### config.mk
export PLATFORM = sky130hd
export DESIGN_NAME = md_iter_core
export DESIGN_NICKNAME = d
export VERILOG_FILES = /design/src/rtl/md_pkg.sv /design/src/rtl/md_iter_core.sv
export SDC_FILE = /design/constraint.sdc
export NUM_CORES = 1
export LEC_CHECK = 0
export BUFFER_PORTS_ARGS = -buffer_cell sky130_fd_sc_hd__buf_2
export CELL_PAD_IN_SITES_DETAIL_PLACEMENT = 0
export CELL_PAD_IN_SITES_GLOBAL_PLACEMENT = 1
export CORE_MARGIN = 8
export CORE_UTILIZATION = 37
export CTS_CLUSTER_DIAMETER = 100
export DETAILED_ROUTE_END_ITERATION = 10
export PLACE_DENSITY = 0.79
export SYNTH_ARGS = -nofsm -noshare
export SYNTH_HDL_FRONTEND = slang
export SYNTH_SLANG_ARGS = --single-unit
### constraint.sdc
create_clock -name clk_i -period 7.58 [get_ports clk_i]
set_clock_uncertainty 0.2 [all_clocks]
set_input_delay 0 -clock clk_i [delete_from_list [all_inputs] [get_ports clk_i]]
set_output_delay 0 -clock clk_i [all_outputs]
set_load 0.01 [all_outputs]
### src/rtl/md_pkg.sv
// Op and state encodings shared by the multiply/divide core and the HI/LO issue decode.
package md_pkg;
  localparam int MD_WIDTH = 32;

  typedef enum logic [1:0] {
    MD_MULT  = 2'b00,
    MD_MULTU = 2'b01,
    MD_DIV   = 2'b10,
    MD_DIVU  = 2'b11
  } md_op_e;

  typedef enum logic [1:0] {
    MD_IDLE = 2'b00,
    MD_CALC = 2'b01,
    MD_FIX  = 2'b10
  } md_state_e;
endpackage

### src/rtl/md_iter_core.sv
// Iterative shift-add multiplier / restoring divider; fixed WIDTH+2 cycle latency from Start to Done.
// No backpressure: Start is only accepted while idle, Abort cancels an in-flight op without a Done.
module md_iter_core
  import md_pkg::*;
#(
  parameter int WIDTH = MD_WIDTH
) (
  input  logic             clk_i,
  input  logic             rst_ni,
  input  logic             start_i,
  input  logic [1:0]       op_i,
  input  logic [WIDTH-1:0] a_i,
  input  logic [WIDTH-1:0] b_i,
  input  logic             abort_i,
  output logic             busy_o,
  output logic             done_o,
  output logic [WIDTH-1:0] hi_o,
  output logic [WIDTH-1:0] lo_o
);

  localparam int CW = $clog2(WIDTH) + 1;
  localparam logic [CW-1:0] LAST = CW'(WIDTH - 1);

  md_state_e          state_q, state_d;
  md_op_e             op_q, op_d;
  logic [CW-1:0]      cnt_q, cnt_d;
  logic [2*WIDTH-1:0] acc_q, acc_d;
  logic [WIDTH-1:0]   dvs_q, dvs_d;
  logic [WIDTH-1:0]   a_raw_q, a_raw_d;
  logic               neg_res_q, neg_res_d;
  logic               neg_rem_q, neg_rem_d;
  logic               bzero_q, bzero_d;
  logic [WIDTH-1:0]   hi_q, hi_d;
  logic [WIDTH-1:0]   lo_q, lo_d;
  logic               done_q, done_d;

  logic               a_neg, b_neg;
  logic [WIDTH-1:0]   a_mag, b_mag;
  logic [WIDTH:0]     sum, shl, trial;
  logic [2*WIDTH-1:0] mul_step, div_step, prod_neg;
  logic [WIDTH-1:0]   quo, rem;

  assign a_neg = ~op_i[0] & a_i[WIDTH-1];
  assign b_neg = ~op_i[0] & b_i[WIDTH-1];
  assign a_mag = a_neg ? (~a_i + 1'b1) : a_i;
  assign b_mag = b_neg ? (~b_i + 1'b1) : b_i;

  // Multiply: acc = {partial product, remaining multiplier bits}, shifting right.
  assign sum      = {1'b0, acc_q[2*WIDTH-1:WIDTH]} + (acc_q[0] ? {1'b0, dvs_q} : '0);
  assign mul_step = {sum, acc_q[WIDTH-1:1]};

  // Divide: acc = {partial remainder, dividend bits shifting out / quotient bits shifting in}.
  assign shl      = {acc_q[2*WIDTH-1:WIDTH], acc_q[WIDTH-1]};
  assign trial    = shl - {1'b0, dvs_q};
  assign div_step = trial[WIDTH] ? {shl[WIDTH-1:0], acc_q[WIDTH-2:0], 1'b0}
                                 : {trial[WIDTH-1:0], acc_q[WIDTH-2:0], 1'b1};

  assign prod_neg = ~acc_q + 1'b1;
  assign quo      = acc_q[WIDTH-1:0];
  assign rem      = acc_q[2*WIDTH-1:WIDTH];

  always_comb begin
    state_d   = state_q;
    op_d      = op_q;
    cnt_d     = cnt_q;
    acc_d     = acc_q;
    dvs_d     = dvs_q;
    a_raw_d   = a_raw_q;
    neg_res_d = neg_res_q;
    neg_rem_d = neg_rem_q;
    bzero_d   = bzero_q;
    hi_d      = hi_q;
    lo_d      = lo_q;
    done_d    = 1'b0;
    case (state_q)
      MD_IDLE: begin
        if (start_i && !abort_i) begin
          op_d      = md_op_e'(op_i);
          cnt_d     = '0;
          acc_d     = {{WIDTH{1'b0}}, op_i[1] ? a_mag : b_mag};
          dvs_d     = op_i[1] ? b_mag : a_mag;
          a_raw_d   = a_i;
          neg_res_d = a_neg ^ b_neg;
          neg_rem_d = a_neg;
          bzero_d   = (b_i == '0);
          state_d   = MD_CALC;
        end
      end
      MD_CALC: begin
        if (abort_i) begin
          state_d = MD_IDLE;
        end else begin
          cnt_d = cnt_q + 1'b1;
          acc_d = op_q[1] ? div_step : mul_step;
          if (cnt_q == LAST) state_d = MD_FIX;
        end
      end
      MD_FIX: begin
        state_d = MD_IDLE;
        if (!abort_i) begin
          done_d = 1'b1;
          if (!op_q[1]) begin
            {hi_d, lo_d} = neg_res_q ? prod_neg : acc_q;
          end else if (bzero_q) begin
            hi_d = a_raw_q;
            lo_d = '1;
          end else begin
            hi_d = neg_rem_q ? (~rem + 1'b1) : rem;
            lo_d = neg_res_q ? (~quo + 1'b1) : quo;
          end
        end
      end
      default: state_d = MD_IDLE;
    endcase
  end

  always_ff @(posedge clk_i or negedge rst_ni) begin
    if (!rst_ni) begin
      state_q   <= MD_IDLE;
      op_q      <= MD_MULT;
      cnt_q     <= '0;
      acc_q     <= '0;
      dvs_q     <= '0;
      a_raw_q   <= '0;
      neg_res_q <= 1'b0;
      neg_rem_q <= 1'b0;
      bzero_q   <= 1'b0;
      hi_q      <= '0;
      lo_q      <= '0;
      done_q    <= 1'b0;
    end else begin
      state_q   <= state_d;
      op_q      <= op_d;
      cnt_q     <= cnt_d;
      acc_q     <= acc_d;
      dvs_q     <= dvs_d;
      a_raw_q   <= a_raw_d;
      neg_res_q <= neg_res_d;
      neg_rem_q <= neg_rem_d;
      bzero_q   <= bzero_d;
      hi_q      <= hi_d;
      lo_q      <= lo_d;
      done_q    <= done_d;
    end
  end

  assign busy_o = (state_q != MD_IDLE);
  assign done_o = done_q;
  assign hi_o   = hi_q;
  assign lo_o   = lo_q;

endmodule

==> reports/metrics.cfg <==
[clock_network]
cts_made_buffers = 26
ctsLongestPathBuffers = 3
cts_setup_buffers = 0
cts.clk_slew.worst_paths_ps = 60
htree_levels = 1
clock_latency_ps = 570
cts_tree = built
root_buffer = clkbuf_16
clock_sinks = 205

[timing]
worst_slew_pin_slew_ps = 1170
slew_headroom_pct = 22.0
setup_tns_ps = 0
rsz0062_at_grt = false
setup_viol = 0
setup_ws_ps = 2570
final_max_slew_viol_count = 0
fin_crit_ps = 5010
hold_viol_final = 0
period_share_pct = 66.2
fmax_mhz = 199

[synthesis]
synth_cells = 2115
synth_ff_type = dfrtp_1
synth_seq_cells = 205
yosysTopAreaCell = dfrtp_1
netlist_area_um2 = 16500
synth_nets = 2256
synth_cell_types = 75
synth_top_cell_area_share_pct = 31.1
seq_area_frac_synth_pct = 31.1
syn_area_per_cell_um2 = 7.80
yosys-top-cells-area = dfrtp_1 (31%), a21oi_1 (6.4%), nand2_1 (6.1%), xor2_1 (5.8%), o21ai_0 (5.7%)
synth_edf_count = 0
yosys_warnings = 0
async_reset_ff_share_pct = 100

[setup_path]
critPathMaxStageDelay_ps = 910
worst-path-max-fanout = 30
crit_buf_inv = 1
cp_slowest_cell = xor2_4
critPathLaunchType = flip-flop
worstRegToRegCells = 12
cp_cell_sequence = inv_1, ha_1, fa_1, nand2b_1, a21oi_1, o21a_1, a21oi_1, o311ai_0, xor2_4, nor2_1, a222oi_1, o21ai_0
cp.depth = 12
arrival_ps = 5230
crit_path_start = acc_q[31]$_DFFE_PN0P_
endpoint = acc_q[56]$_DFFE_PN0P_
r2r-start = acc_q[31]$_DFFE_PN0P_
worst_path_most_repeated_cell = a21oi_1
crit_type = flip-flop to flip-flop
required_ps = 7800
end_kind = flip-flop
regToRegEndpoint = acc_q[56]$_DFFE_PN0P_
reg2reg_slack_ps = 2570
critical_path.top_delay_family = compound AO/OA/AOI/OAI gates

[route]
ant_nets = 0
dr_total_vias = 16600
finalWirelength_mm = 62.1
viasPerCell = 5.80
wl_met2_mm = 27.7
met1_length_mm = 27.1
top_layer = met5
firstDrtPassIters = 7
drcViolationCount = 0
dr_wl_met3_mm = 4.53
routedWlPerCell_um = 21.7
drtIter0Drc = 1771

[job]
max-cap-violations = 0

[pwr]
p_comb_share_pct = 54.2
ir_drop_uv = 185
switchingPower_uw = 3120
power.leakage_uw = 0.00877
pwr-share-seq_pct = 27.0
powerDensity_nw_per_um2 = 338
p_int_uw = 3450
p_clk_share_pct = 18.9
swShare_pct = 47.5

[finish]
nNetsFinal = 2401
drive_gt1_share_pct = 10.0
multi_input_area_um2 = 10600
antenna_cells = 0
area_growth_pct = 17.9
regArea_um2 = 5130
fillers = 4486
final_util_pct = 44.1

[floorplan]
die_w_um = 227
ios = 136
die_h_um = 227
initial_core_util_pct = 37.4
rows = 77
coreArea_um2 = 44100
dieArea_um2 = 51600

[global_routing]
track_usage_pct = 23.6
grt_pass1_vias = 16000
grt.overflow.total = 0
grt_pass1_wl_mm = 95.2
grt_max_degree = 100
grt_antenna_before_repair = 2

[placement]
dp_worst_setup_slack_ps = 2670
hpwl_mm = 46.2
io_buffers = 135
routabilityCongestion = 0.924

[min_path]
worstHoldStart = op_i[1]
worstHoldPathType = primary input to flip-flop

[run_status]
status = complete, no violations

-- layout by cell type (no fill, tap or decap), types with 36 or more instances in the layout --
master         count
inv_1             64
o21ai_0          189
nand2_1          267
dlygate4sd3_1     99
a21oi_1          210
xnor2_1           92
mux2i_1           75
buf_2            134
xor2_1           108
dfrtp_1          203
nor2_1           225
nor3_1            36
ha_1              69
-- sequential cells by signal, summed over array words and instances, names as in the netlist --
name / count
state_q: 2
bzero_q: 1
hi_o: 32
neg_res_q: 1
op_q: 1
a_raw_q: 32
cnt_q: 6
done_o: 1
neg_rem_q: 1
lo_o: 32
acc_q: 64
dvs_q: 32
-- area by class of cell --
| type | instances | area share [%] |
|---|---|---|
| clock inverter | 7 | 0.450 |
| sequential | 205 | 26.4 |
| inverter | 66 | 1.27 |
| timing repair buffer | 258 | 9.64 |
| multi-input combinational | 1703 | 54.6 |
| clock buffer | 39 | 3.85 |
| tap | 592 | 3.81 |
-- worst min path at each step --
stage                     slack, ps                 endpoint  depth (start not counted)
after detailed placement       -140     lo_o[11]$_DFFE_PN0P_                          1
after floorplan                -500   a_raw_q[0]$_DFFE_PN0P_                          0
final                            60    dvs_q[17]$_DFFE_PN0P_                          4
after CTS                        30  a_raw_q[10]$_DFFE_PN0P_                          4
after global placement         -150     lo_o[11]$_DFFE_PN0P_                          1
after global routing             70  a_raw_q[10]$_DFFE_PN0P_                          4
-- tightest hold or removal path: stages --
cell	delay [ps]
buf_2	90
buf_4	360
a21oi_1	220
o21ai_0	80
-- metal layers --
layer,up-vias,global-route usage (%)
met5,-,0
met4,2,9.09
met3,152,3.48
met2,723,37.3
met1,7983,32.3
li1,7779,-
-- cells by family after synthesis --
family | Yosys count | synth area share, %
compound gates | 634 | 23.3
fa+ha+maj | 71 | 5.47
simple gates | 716 | 19.7
xor+xnor | 201 | 10.7
flops | 205 | 31.1
buf+inv | 207 | 4.79
mux | 81 | 4.96
-- stage by stage --
stage	total power (uW)	instances	area (um^2)	hold WS, ps
after floorplan	4210	2115	16500	-496
after global placement	5130	2724	17600	-148
after detailed placement	5180	2724	17600	-141
after CTS	6500	2870	19400	29.8
after global routing	7010	2870	19400	73.6
final	6570	2870	19400	57.9
-- Yosys cell counts, drive strengths merged (24+ instances only) --
master  number
o21ai      193
nand2      267
ha          69
a21oi      211
xnor2       92
nand3       27
dfrtp      205
mux2i       75
a21o        24
inv         64
xor2       109
clkbuf     120
o31ai       29
nor3        36
or3         28
nor2       226
-- power groups by stage --
| stage | Sequential [uW] | Combinational, uW | Clock (uW) |
|---|---|---|---|
| after floorplan | 1500 | 2710 | 0 |
| after global placement | 1760 | 3370 | 0 |
| after detailed placement | 1770 | 3410 | 0 |
| after CTS | 1760 | 3500 | 1250 |
| after global routing | 1800 | 3920 | 1290 |
| final | 1770 | 3560 | 1240 |
-- repair_timing --
item / 4_1_cts / 5_1_grt
endpoints found under the hold margin: 164 / 0
setup endpoints to repair: 0 / 0
resized for setup: 0 / 0
hold buffers: 100 / 0
(Power assumes the default switching activity.)
